**config.mk**
```make
export PLATFORM = sky130hd
export DESIGN_NAME = serial_quotient_div
export DESIGN_NICKNAME = d
export VERILOG_FILES = /design/src/rtl/serial_quotient_div.sv
export SDC_FILE = /design/constraint.sdc
export NUM_CORES = 1
export LEC_CHECK = 0
export CORE_UTILIZATION = 52
export CTS_BUF_LIST = sky130_fd_sc_hd__clkbuf_16
export CTS_CLUSTER_DIAMETER = 200
export DETAILED_ROUTE_END_ITERATION = 10
export HOLD_SLACK_MARGIN = 0.1
export PLACE_DENSITY = 0.84
export SYNTH_ARGS = -nofsm -noshare
export SYNTH_HDL_FRONTEND = slang
export SYNTH_SLANG_ARGS = --single-unit
```
**constraint.sdc**
```tcl
create_clock -name clk -period 2.3 [get_ports clk]
set_clock_uncertainty 0.15 [all_clocks]
set_input_delay 0.345 -clock clk [delete_from_list [all_inputs] [get_ports clk]]
set_output_delay 0.345 -clock clk [all_outputs]
set_load 0.02 [all_outputs]
```
**src/rtl/serial_quotient_div.sv**
```systemverilog
// Bit-serial restoring divider: 2W-bit dividend / W-bit divisor, one quotient
// bit per clock (MSB first), parallel quotient and remainder at completion.
module serial_quotient_div #(
   parameter int W = 6
) (
   input  logic                     clk,
   input  logic                     rst_n,
   input  logic                     start,
   input  logic [2*W-1:0]           P_in,
   input  logic [W-1:0]             Y,
   output logic                     busy,
   output logic                     q,
   output logic                     q_valid,
   output logic [W-1:0]             Q,
   output logic [W-1:0]             R,
   output logic                     done,
   output logic                     div_by_zero,
   output logic                     overflow,
   output logic [$clog2(W+1)-1:0]   count_out
);

   localparam int CW = $clog2(W+1);

   typedef enum logic [1:0] {IDLE, RUN, ERR} state_t;

   state_t         state_reg, state_next;
   // The partial remainder is always < Y, so W bits hold it between steps;
   // only the trial value needs the extra bit.
   logic [W-1:0]   rem_reg, rem_next;
   // Dividend low half shifts out at the top while quotient bits enter at the bottom.
   logic [W-1:0]   shift_reg, shift_next;
   logic [W-1:0]   y_reg, y_next;
   logic [CW-1:0]  count_reg, count_next;
   logic [W-1:0]   quot_reg, quot_next;
   logic [W-1:0]   rmd_reg, rmd_next;
   logic           busy_reg, busy_next;
   logic           q_reg, q_next;
   logic           q_valid_reg, q_valid_next;
   logic           done_reg, done_next;
   logic           dbz_reg, dbz_next;
   logic           ovf_reg, ovf_next;

   logic [W:0]     trial;
   logic [W-1:0]   diff;
   logic           qbit;

   assign trial = {rem_reg, shift_reg[W-1]};
   assign qbit  = (trial >= {1'b0, y_reg});
   // Only taken when trial >= Y, and the result is < Y, so W bits suffice.
   assign diff  = trial[W-1:0] - y_reg;

   always_ff @(posedge clk or negedge rst_n) begin
      if (!rst_n) begin
         state_reg   <= IDLE;
         rem_reg     <= '0;
         shift_reg   <= '0;
         y_reg       <= '0;
         count_reg   <= '0;
         quot_reg    <= '0;
         rmd_reg     <= '0;
         busy_reg    <= 1'b0;
         q_reg       <= 1'b0;
         q_valid_reg <= 1'b0;
         done_reg    <= 1'b0;
         dbz_reg     <= 1'b0;
         ovf_reg     <= 1'b0;
      end else begin
         state_reg   <= state_next;
         rem_reg     <= rem_next;
         shift_reg   <= shift_next;
         y_reg       <= y_next;
         count_reg   <= count_next;
         quot_reg    <= quot_next;
         rmd_reg     <= rmd_next;
         busy_reg    <= busy_next;
         q_reg       <= q_next;
         q_valid_reg <= q_valid_next;
         done_reg    <= done_next;
         dbz_reg     <= dbz_next;
         ovf_reg     <= ovf_next;
      end
   end

   always_comb begin
      state_next   = state_reg;
      rem_next     = rem_reg;
      shift_next   = shift_reg;
      y_next       = y_reg;
      count_next   = count_reg;
      quot_next    = quot_reg;
      rmd_next     = rmd_reg;
      busy_next    = busy_reg;
      q_next       = q_reg;
      q_valid_next = 1'b0;
      done_next    = 1'b0;
      dbz_next     = dbz_reg;
      ovf_next     = ovf_reg;

      case (state_reg)
         IDLE: begin
            if (start) begin
               y_next     = Y;
               rem_next   = P_in[2*W-1:W];
               shift_next = P_in[W-1:0];
               count_next = '0;
               busy_next  = 1'b1;
               dbz_next   = 1'b0;
               ovf_next   = 1'b0;
               if (Y == '0) begin
                  dbz_next   = 1'b1;
                  state_next = ERR;
               end else if (P_in[2*W-1:W] >= Y) begin
                  ovf_next   = 1'b1;
                  state_next = ERR;
               end else begin
                  state_next = RUN;
               end
            end
         end

         RUN: begin
            rem_next     = qbit ? diff : trial[W-1:0];
            shift_next   = {shift_reg[W-2:0], qbit};
            q_next       = qbit;
            q_valid_next = 1'b1;
            count_next   = count_reg + CW'(1);
            if (count_reg == CW'(W-1)) begin
               quot_next  = {shift_reg[W-2:0], qbit};
               rmd_next   = rem_next;
               done_next  = 1'b1;
               busy_next  = 1'b0;
               state_next = IDLE;
            end
         end

         ERR: begin
            quot_next  = '1;
            rmd_next   = '0;
            done_next  = 1'b1;
            busy_next  = 1'b0;
            state_next = IDLE;
         end

         default: state_next = IDLE;
      endcase
   end

   assign busy        = busy_reg;
   assign q           = q_reg;
   assign q_valid     = q_valid_reg;
   assign Q           = quot_reg;
   assign R           = rmd_reg;
   assign done        = done_reg;
   assign div_by_zero = dbz_reg;
   assign overflow    = ovf_reg;
   assign count_out   = count_reg;

endmodule

```
## After elaboration in Yosys (flattened, before gate mapping)

Cells that the tools add are included.

- Add/sub/neg operators: 2
- Equal/unequal tests: 5
- Order comparisons: 2
- Multiplexer cells: 25
- Reduce and logical (&&, ||, !) cells: 10

Operator list:

| kind | count |
|---|---|
| case mux 6 bit (2 select lines) | 4 |
| two-way mux 6 bit | 5 |
| two-way mux 2 bit | 4 |
| AND reduction 2 bit | 4 |
| >= comparator 7 x 6 -> 1 bit | 1 |
| two-way mux 1 bit | 7 |
| >= comparator 6 bit | 1 |
| zero test 6 bit | 1 |
| case mux 3 bit (2 select lines) | 1 |
| subtractor 6 bit | 1 |
| != test 2 bit (second input constant) | 2 |
| case mux 2 bit (2 select lines) | 1 |
| nonzero test 2 bit | 2 |
| adder 3 x 1 -> 3 bit (second input constant) | 1 |
| == test 3 bit (second input constant) | 1 |
| two-way mux 3 bit | 1 |
| case mux 1 bit (3 select lines) | 1 |
| AND reduction 3 bit | 1 |
| nonzero test 3 bit | 1 |
| == test 2 x 1 -> 1 bit (second input constant) | 1 |
| == test 2 bit (second input constant) | 1 |
| zero test 2 bit | 1 |
| case mux 1 bit (2 select lines) | 1 |

- Logic and storage cells: 57
- Flip-flop bits (word level): 41
- Output and inout port bits: 21

## Depth between registers and ports, before layout

Gate-level depths: netlist of the first run.

- Word-level depth: 5
- Depth in mapped cells: 9

## Worst setup path after synthesis of the first run

Ideal clock, no wire load.

- Kind: reg-to-reg
- Start point: register rem_reg[3]
- End point: register rem_reg[0]
- Stages on the path, launching flop included: 7
- Data required time: 2064 ps
- Arrival: 1808 ps
- Setup slack: 255 ps
- Cell sequence: dfrtp_1 -> ha_1 -> a21o_1 -> a211oi_4 -> o21ai_4 -> mux2_4 -> o221ai_2

- Longest elaborated chain between the ends: 3

Ends and longest elaborated chain:

| what | RTL line | text |
|---|---|---|
| from (decl) | 29 | `logic [W-1:0] rem_reg, rem_next;` |
| from (signal assigned) | 69 | `rem_reg <= rem_next;` |
| >= comparator 7 x 6 -> 1 bit | 48 | `assign qbit = (trial >= {1'b0, y_reg});` |
| two-way mux 6 bit | 122 | `rem_next = qbit ? diff : trial[W-1:0];` |
| case mux 6 bit (2 select lines) | 99 | `case (state_reg)` |

Every way passes these cells.
A chain may end at the register's enable or synchronous reset.

## Final worst setup path of the first run

- Start point: register rem_reg[3]
- End point: register rem_reg[2]

Same word-level chain as after synthesis.

==> results of run 1 <==
==> logic make-up (layout without fill, tap and decap cells) <==
family / after synthesis / after routing / synth area share (%)
AO/OA/AOI/OAI: 72 / 72 / 20.79
flip-flops: 41 / 41 / 43.94
multiplexers: 9 / 9 / 4.180
XOR/XNOR: 3 / 3 / 1.126
adder cells (fa/ha/maj): 20 / 20 / 11.04
AND/OR/NAND/NOR: 73 / 73 / 14.31
buffers and inverters: 28 / 81 / 4.609
==> routing by layer <==
layer / global-route usage [%] / wire, um / vias up
met5: 0 / 0 / -
li1: - / - / 967
met1: 31.29 / 2312 / 1005
met2: 39.37 / 2555 / 79
met4: 9.524 / 84 / 0
met3: 3.655 / 293 / 8
==> power by group <==
group          internal [mW]  switching (mW)
combinational           1.09            1.41
clock                  0.507           0.266
sequential              1.03           0.232
total                   2.63            1.91
==> synthesized netlist by cell type (2+ instances only) <==
master / n / area (um2)
dfrtp_1: 41 / 1026
nand2_1: 26 / 97.59
nor2_1: 21 / 78.83
ha_1: 19 / 237.7
inv_1: 19 / 71.32
o21ai_0: 19 / 95.09
a21oi_1: 14 / 70.07
o22ai_1: 9 / 56.30
clkbuf_1: 7 / 26.28
nand2b_1: 7 / 43.79
mux2i_1: 6 / 60.06
nor2b_1: 6 / 37.54
nor3_1: 5 / 25.02
a31oi_1: 4 / 25.02
nand3_1: 4 / 20.02
a21o_1: 3 / 22.52
o22a_1: 3 / 26.28
a21boi_0: 2 / 15.01
a22o_1: 2 / 17.52
buf_2: 2 / 10.01
mux2_2: 2 / 22.52
o21ai_1: 2 / 10.01
o221ai_1: 2 / 17.52
o31ai_1: 2 / 15.01
xor2_1: 2 / 17.52
==> stage by stage <==
stage,utilization (%),power [mW]
2_1_floorplan,-,2.966
3_3_place_gp,66.12,3.638
3_5_place_dp,66.12,3.733
4_1_cts,70.20,4.526
5_1_grt,70.25,4.890
6_report,70.25,4.539
==> worst max-delay path, cell delays in order (launching register included) <==
cell and delay, ps:
dfrtp_1 430, ha_1 400, a21o_1 220, a211oi_4 270
o21ai_4 160, mux2i_1 300, o221ai_1 150
==> final cells by class <==
class,count,area (um2)
clock buffers,5,125.1
clock inverters,3,41.29
fillers,350,1286
inverters,19,71.32
multi-input cells,177,1204
flip-flops and latches,41,1026
well taps,52,65.06
repair buffers,54,505.5
==> how the worst max path moves through the flow <==
stage / depth (start not counted) / to / from
final: 6 / rem_reg[2] / rem_reg[3]
after global routing: 6 / R[5] / rem_reg[3]
after CTS: 6 / rem_reg[5] / rem_reg[3]
after global placement: 8 / state_reg[0] / P_in[6]
after floorplan: 6 / rem_reg[0] / rem_reg[3]
after detailed placement: 8 / state_reg[0] / P_in[6]
==> what timing repair did <==
action                                  CTS  global route
endpoints found under the setup margin    0             3
endpoints found under the hold margin    18             0
gates resized for setup                   0             1
setup buffers                             0             0
hold buffers                              1             0
==> impl_metrics.tcl, run 1 <==
set metrics [dict create \
    synth-main-ff-cell "dfrtp_1" \
    grt_use_total_pct 23.81 \
    rsz0062_at_grt "false" \
    clk_latency_ps 280 \
    cts_buffers 5 \
    critical_path_required_ps 2290 \
    core_area_mm2 0.004324 \
    worst-slew-pin-transition_ps 636.2 \
    cts.path.max_buffers 2 \
    drc_errors 0 \
    cts_root_buf "clkbuf_16" \
    hold_end "R[5]" \
    hold_viol_final 0 \
    netlist_area_mm2 0.002335 \
    finalCriticalPeriod_ps 2211 \
    layout_setup_ws_ps 89.41 \
    nets 339 \
    status "finished, final reports clean" \
    num_io_pins 42 \
    start_util_pct 53.99 \
    stdcell_count 351 \
    via_per_inst 5.866 \
    fmax_mhz 452.4 \
    tns_ps 0 \
    dp.cells 342 \
    r2r_cells 6 \
    drt-total-wl_mm 5.245 \
    cts_tree "done" \
    die_x_um 69.01 \
    hold_depth 2 \
    grt_pass1_wl_mm 9.087 \
    clkTransAtPathRegs_ps 60 \
    max-slew-margin-rel_pct 57.20 \
    fin_crit_sh_pct 96.11 \
    design_area_mm2 0.003038 \
    arrival_ps 2200 \
    synth-seq-cells 41 \
    layout_commonest_cell "dfrtp_1" \
    wl_per_cell_um 14.94 \
    end_kind "flip-flop" \
    pre_cts_ws_ps -67.22 \
    synthArstFlopShare_pct 100.0 \
    powerDensity_mw_per_mm2 1494 \
    drt_iter0_drc 154 \
    dpl-instance-area_mm2 0.002859 \
    ys_warn_count 0 \
    gp_congestion 0.8506 \
    overflow 0 \
    synth.avg_cell_area_um2 9.491 \
    critPathMaxFanout 9 \
    synth_nets 287 \
    first_global_vias 1988 \
    timing.rr.end "rem_reg[2]" \
    final-setup-viol-count 0 \
    n_antenna_cell 0 \
    synth_seq_area_share_pct 43.94 \
    floorplan.die.height_um 69.01 \
    r2r_slack_ps 90 \
    drv_cap 0 \
    hp-class "flip-flop to flip-flop" \
    num_rows 24 \
    h-tree-depth 2 \
    hold_slack_ps 324.8 \
    cts_num_sinks 41 \
    synth_cells 246 \
    r2r-start "rem_reg[3]" \
    die_area_mm2 0.004762 \
    dpl.hpwl_mm 3.974 \
    leakage_nw 1.346 \
    grt_max_degree 24 \
    critPathKind "flip-flop to flip-flop" \
    synth_edf_count 0 \
    vias 2059 \
    drtAntennaViolNets 0 \
    drive_gt1_share_pct 9.365 \
    first_pass_iters 4 \
    slew_violations 0 \
    worstHoldStart "R[5]" \
    antenna_found_initial 0 \
    peakVddDrop_v 0.0005916 \
    critPathLaunchType "flip-flop" \
    ys_types 42 \
    final_cell_mix "41 x dfrtp_1, 40 x clkdlybuf4s50_1, 26 x nand2_1, 21 x nor2_1" \
    port_buffers 41 \
    area_growth_pct 30.12 \
]
No activity file was read; power rests on OpenSTA's default activity.
==> run 2, diff against run 1 <==
- PLACE_DENSITY: 0.84 -> 0.77
==> run 2 against run 1 <==
Compared with the run above: global-route usage is 0.14 points higher; utilization grew 1.0 points; non-clock buffer count rose by 6; first-iteration DRC count is the same; final cell count up 1.7%; highest routed layer unchanged.
==> impl_metrics.tcl, run 2 (same netlist as run 1, synthesis figures left out) <==
set metrics [dict create \
    drtAntennaViolNets 0 \
    critPathBufInv 0 \
    slew_violations 0 \
    floorplan.die.height_um 69.01 \
    first_pass_iters 4 \
    p_total_mw 4.610 \
    grt_pass1_wl_mm 9.025 \
    peakVddDrop_v 0.0006649 \
    core_area_mm2 0.004324 \
    dpl-instance-area_mm2 0.002882 \
    critPathLaunchType "flip-flop" \
    num_io_pins 42 \
    leakage_nw 1.376 \
    die_x_um 69.01 \
    wl_per_cell_um 14.77 \
    cp_cell_sequence "ha_1 -> nand3_1 -> o21ai_4 -> mux2i_1 -> o221ai_1" \
    cts_num_sinks 41 \
    gp_congestion 0.8806 \
    cts_tree "done" \
    worst-slew-pin-transition_ps 620.4 \
    status "finished, final reports clean" \
    final-setup-viol-count 0 \
    cp_top_family "compound AO/OA/AOI/OAI gates" \
    die_area_mm2 0.004762 \
    drt-total-wl_mm 5.273 \
    rsz0062_at_grt "false" \
    overflow 0 \
    path_depth 5 \
    drive_gt1_share_pct 11.15 \
    drt_iter0_drc 154 \
    vias 2007 \
    area_growth_pct 32.05 \
    antenna_found_initial 0 \
    start_util_pct 53.99 \
    cts_buffers 5 \
    critical_path_required_ps 2290 \
    finalCriticalPeriod_ps 2158 \
    nets 345 \
    layout_setup_ws_ps 141.7 \
    clk_latency_ps 280 \
    fin_crit_sh_pct 93.84 \
    powerDensity_mw_per_mm2 1495 \
    critPathMaxFanout 7 \
    drc_errors 0 \
    layout_commonest_cell "dfrtp_1" \
    grt_max_degree 29 \
    hp-class "flip-flop to flip-flop" \
    port_buffers 41 \
    crit_path_max_incr_delay_ps 450 \
    drv_cap 0 \
    dpl.hpwl_mm 3.971 \
    final_cell_mix "41 x dfrtp_1, 40 x clkdlybuf4s50_1, 25 x nand2_1, 21 x nor2_1" \
    fmax_mhz 463.3 \
    num_rows 24 \
    slowest_stage "ha_1" \
    max-slew-margin-rel_pct 58.20 \
    pre_cts_ws_ps -47.94 \
    critPathKind "flip-flop to flip-flop" \
    cts.path.max_buffers 2 \
    first_global_vias 1886 \
    end_kind "flip-flop" \
    arrival_ps 2150 \
    design_area_mm2 0.003083 \
    n_antenna_cell 0 \
    stdcell_count 357 \
    tns_ps 0 \
    via_per_inst 5.622 \
    cts_root_buf "clkbuf_16" \
    h-tree-depth 2 \
    hold_viol_final 0 \
    dp.cells 345 \
    grt_use_total_pct 23.95 \
    r2r_cells 5 \
    hold_depth 2 \
    clkTransAtPathRegs_ps 60 \
]
run 2: power by group:
group / total (mW) / internal [mW] / switching [mW]
logic: 2.59 / 1.16 / 1.43
clock network: 0.782 / 0.508 / 0.274
registers: 1.24 / 1.03 / 0.217
total: 4.61 / 2.69 / 1.92
run 2: path summary, 6_finish.rpt:
| check | from | to | slack (ps) |
|---|---|---|---|
| min | R[4] | R[4] | 330 |
| max reg2reg | rem_reg[4] | rem_reg[2] | 140 |
| min in group asynchronous | rst_n | Q[3] | 480 |
| max | rem_reg[4] | rem_reg[2] | 140 |
| max in group asynchronous | rst_n | R[4] | 970 |
| min reg2reg | R[4] | R[4] | 330 |
run 2: area by class of cell:
cell class              count  area [um2]
well taps                  52       65.06
inverters                  19       71.32
multi-input cells         177        1204
clock inverters             3       41.29
repair buffers             60       550.5
clock buffers               5       125.1
fillers                   366        1241
flip-flops and latches     41        1026
run 2: worst register-to-register path, cell delays in order (launching register included):
cell and delay, ps:
dfrtp_1 420, ha_1 460, nand3_1 170, o21ai_4 310, mux2i_1 370, o221ai_1 150
run 2: per-stage QoR:
| stage | hold slack (ps) | utilization (%) |
|---|---|---|
| after floorplan | -100.6 | - |
| after global placement | 234.5 | 66.64 |
| after detailed placement | 241.1 | 66.64 |
| after CTS | 337.5 | 70.72 |
| after global routing | 376.8 | 71.30 |
| final | 331.7 | 71.30 |
run 2: repair_timing:
| item | 4_1_cts | 5_1_grt |
|---|---|---|
| endpoints found under the setup margin | 0 | 11 |
| gates resized for setup | 0 | 2 |
| buffers inserted | 0 | 3 |
| hold buffers | 1 | 0 |
| hold endpoints to repair | 26 | 0 |
run 2: per-layer routing:
| metal | vias up | track usage, % | routed length (um) |
|---|---|---|---|
| li1 | 986 | - | - |
| met1 | 955 | 34.36 | 2454 |
| met2 | 59 | 36.35 | 2520 |
| met3 | 7 | 4.240 | 236 |
| met4 | 0 | 8.844 | 62 |
| met5 | - | 0 | 0 |
==> run 3, diff against run 2 <==
- MAX_ROUTING_LAYER: default -> met4
==> run 3 against run 2 <==
Compared with the run above: total power is essentially flat; wire length grew 0.17%; combinational power about the same; utilization is the same; worst setup slack better by 14 ps; register-to-register slack hardly changed; clock power about the same; largest power group unchanged; highest routed layer unchanged.
==> impl_metrics.tcl, run 3 (same netlist as run 1, synthesis figures left out) <==
set metrics [dict create \
    fin_crit_sh_pct 93.23 \
    critPathLaunchType "flip-flop" \
    r2r_slack_ps 160 \
    cp_top_family "adder cells" \
    cts.path.max_buffers 2 \
    floorplan.die.height_um 69.01 \
    via_per_inst 5.515 \
    fin_util_pct 71.30 \
    drtAntennaViolNets 0 \
    hold_viol_final 0 \
    nets 345 \
    h-tree-depth 2 \
    fmax_mhz 466.3 \
    cp_cell_sequence "ha_1 -> nand3_1 -> o21ai_4 -> mux2i_1 -> o221ai_1" \
    grt_use_total_pct 24.64 \
    arrival_ps 2140 \
    slowest_stage "ha_1" \
    finalCriticalPeriod_ps 2144 \
    overflow 0 \
    end_kind "flip-flop" \
    drv_cap 0 \
    powerDensity_mw_per_mm2 1495 \
    drt-total-wl_mm 5.282 \
    clkTransAtPathRegs_ps 60 \
    first_global_vias 1886 \
    max-slew-margin-rel_pct 58.22 \
    clk_latency_ps 280 \
    rsz0062_at_grt "false" \
    port_buffers 41 \
    critPathKind "flip-flop to flip-flop" \
    num_rows 24 \
    cts_root_buf "clkbuf_16" \
    critPathBufInv 0 \
    final_cell_mix "41 x dfrtp_1, 40 x clkdlybuf4s50_1, 25 x nand2_1, 21 x nor2_1" \
    layout_commonest_cell "dfrtp_1" \
    critical_path_required_ps 2290 \
    gp_congestion 0.8951 \
    worst-slew-pin-transition_ps 620.2 \
    drt_iter0_drc 158 \
    multi_input_area_mm2 0.001204 \
    first_pass_iters 4 \
    wl_per_cell_um 14.80 \
    status "finished, final reports clean" \
    die_area_mm2 0.004762 \
    critPathMaxFanout 7 \
    vias 1969 \
    area_growth_pct 32.05 \
    start_util_pct 53.99 \
    hp-class "flip-flop to flip-flop" \
    crit_path_max_incr_delay_ps 460 \
    grt_pass1_wl_mm 9.018 \
    cts_num_sinks 41 \
    num_io_pins 42 \
    stdcell_count 357 \
    die_x_um 69.01 \
    cts_tree "done" \
    register_area_mm2 0.001026 \
    core_area_mm2 0.004324 \
    final-setup-viol-count 0 \
    slew_violations 0 \
    nFillCells 366 \
    dpl.hpwl_mm 3.971 \
    drc_errors 0 \
    leakage_nw 1.376 \
    cts_buffers 5 \
    drive_gt1_share_pct 11.15 \
    peakVddDrop_v 0.0006653 \
    n_antenna_cell 0 \
    antenna_found_initial 0 \
    dp.cells 345 \
    grt_max_degree 29 \
]
-- run 3: cell counts in the layout (fill, tap and decap cells not counted) --
No cell type changed its count.
-- run 3: metrics by stage --
stage          TNS [ps]  hold slack, ps  cell area [um2]  setup slack, ps  power, mW
6_report              0           328.6             3083            155.7      4.610
3_5_place_dp     -73.19           241.1             2882           -47.94      3.748
3_3_place_gp     -5.494           234.5             2882           -5.494      3.685
2_1_floorplan         0          -100.6             2335            255.4      2.966
4_1_cts               0           337.5             3058            86.41      4.565
5_1_grt               0           376.8             3083            41.46      4.974
-- run 3: worst paths after layout --
kind / cells after the start / end / start
min in group asynchronous: 2 / Q[4] / rst_n
max reg2reg: 5 / rem_reg[2] / rem_reg[4]
max in group asynchronous: 3 / R[3] / rst_n
min reg2reg: 2 / R[4] / R[4]
max: 5 / rem_reg[2] / rem_reg[4]
min: 2 / R[4] / R[4]
-- run 3: layout make-up --
cell class	instances	share of cell area (%)
repair buffers	60	17.86
clock buffers	5	4.058
clock inverters	3	1.339
inverters	19	2.313
flip-flops and latches	41	33.28
well taps	52	2.110
multi-input cells	177	39.04
-- run 3: timing repair --
item                       4_1_cts  5_1_grt
hold endpoints to repair        26        0
setup buffers                    0        3
setup endpoints to repair        0       11
hold buffers                     1        0
resized for setup                0        2
-- run 3: report_power, final --
group          internal (mW)  total (mW)  switching, mW
Sequential              1.03        1.24          0.217
Combinational           1.16        2.59           1.43
Clock                  0.508       0.780          0.273
-- run 3: per-layer routing --
metal	track usage (%)	up-vias	part of all wire (%)
li1	-	985	-
met1	34.56	921	47
met2	36.35	56	47
met3	4.825	7	4.6
met4	7.483	0	0.95
met5	-	-	0
-- run 3: worst reg2reg max path, stage by stage (launching register included) --
cell      delay, ps
dfrtp_1         420
ha_1            460
nand3_1         170
o21ai_4         310
mux2i_1         360
o221ai_1        150
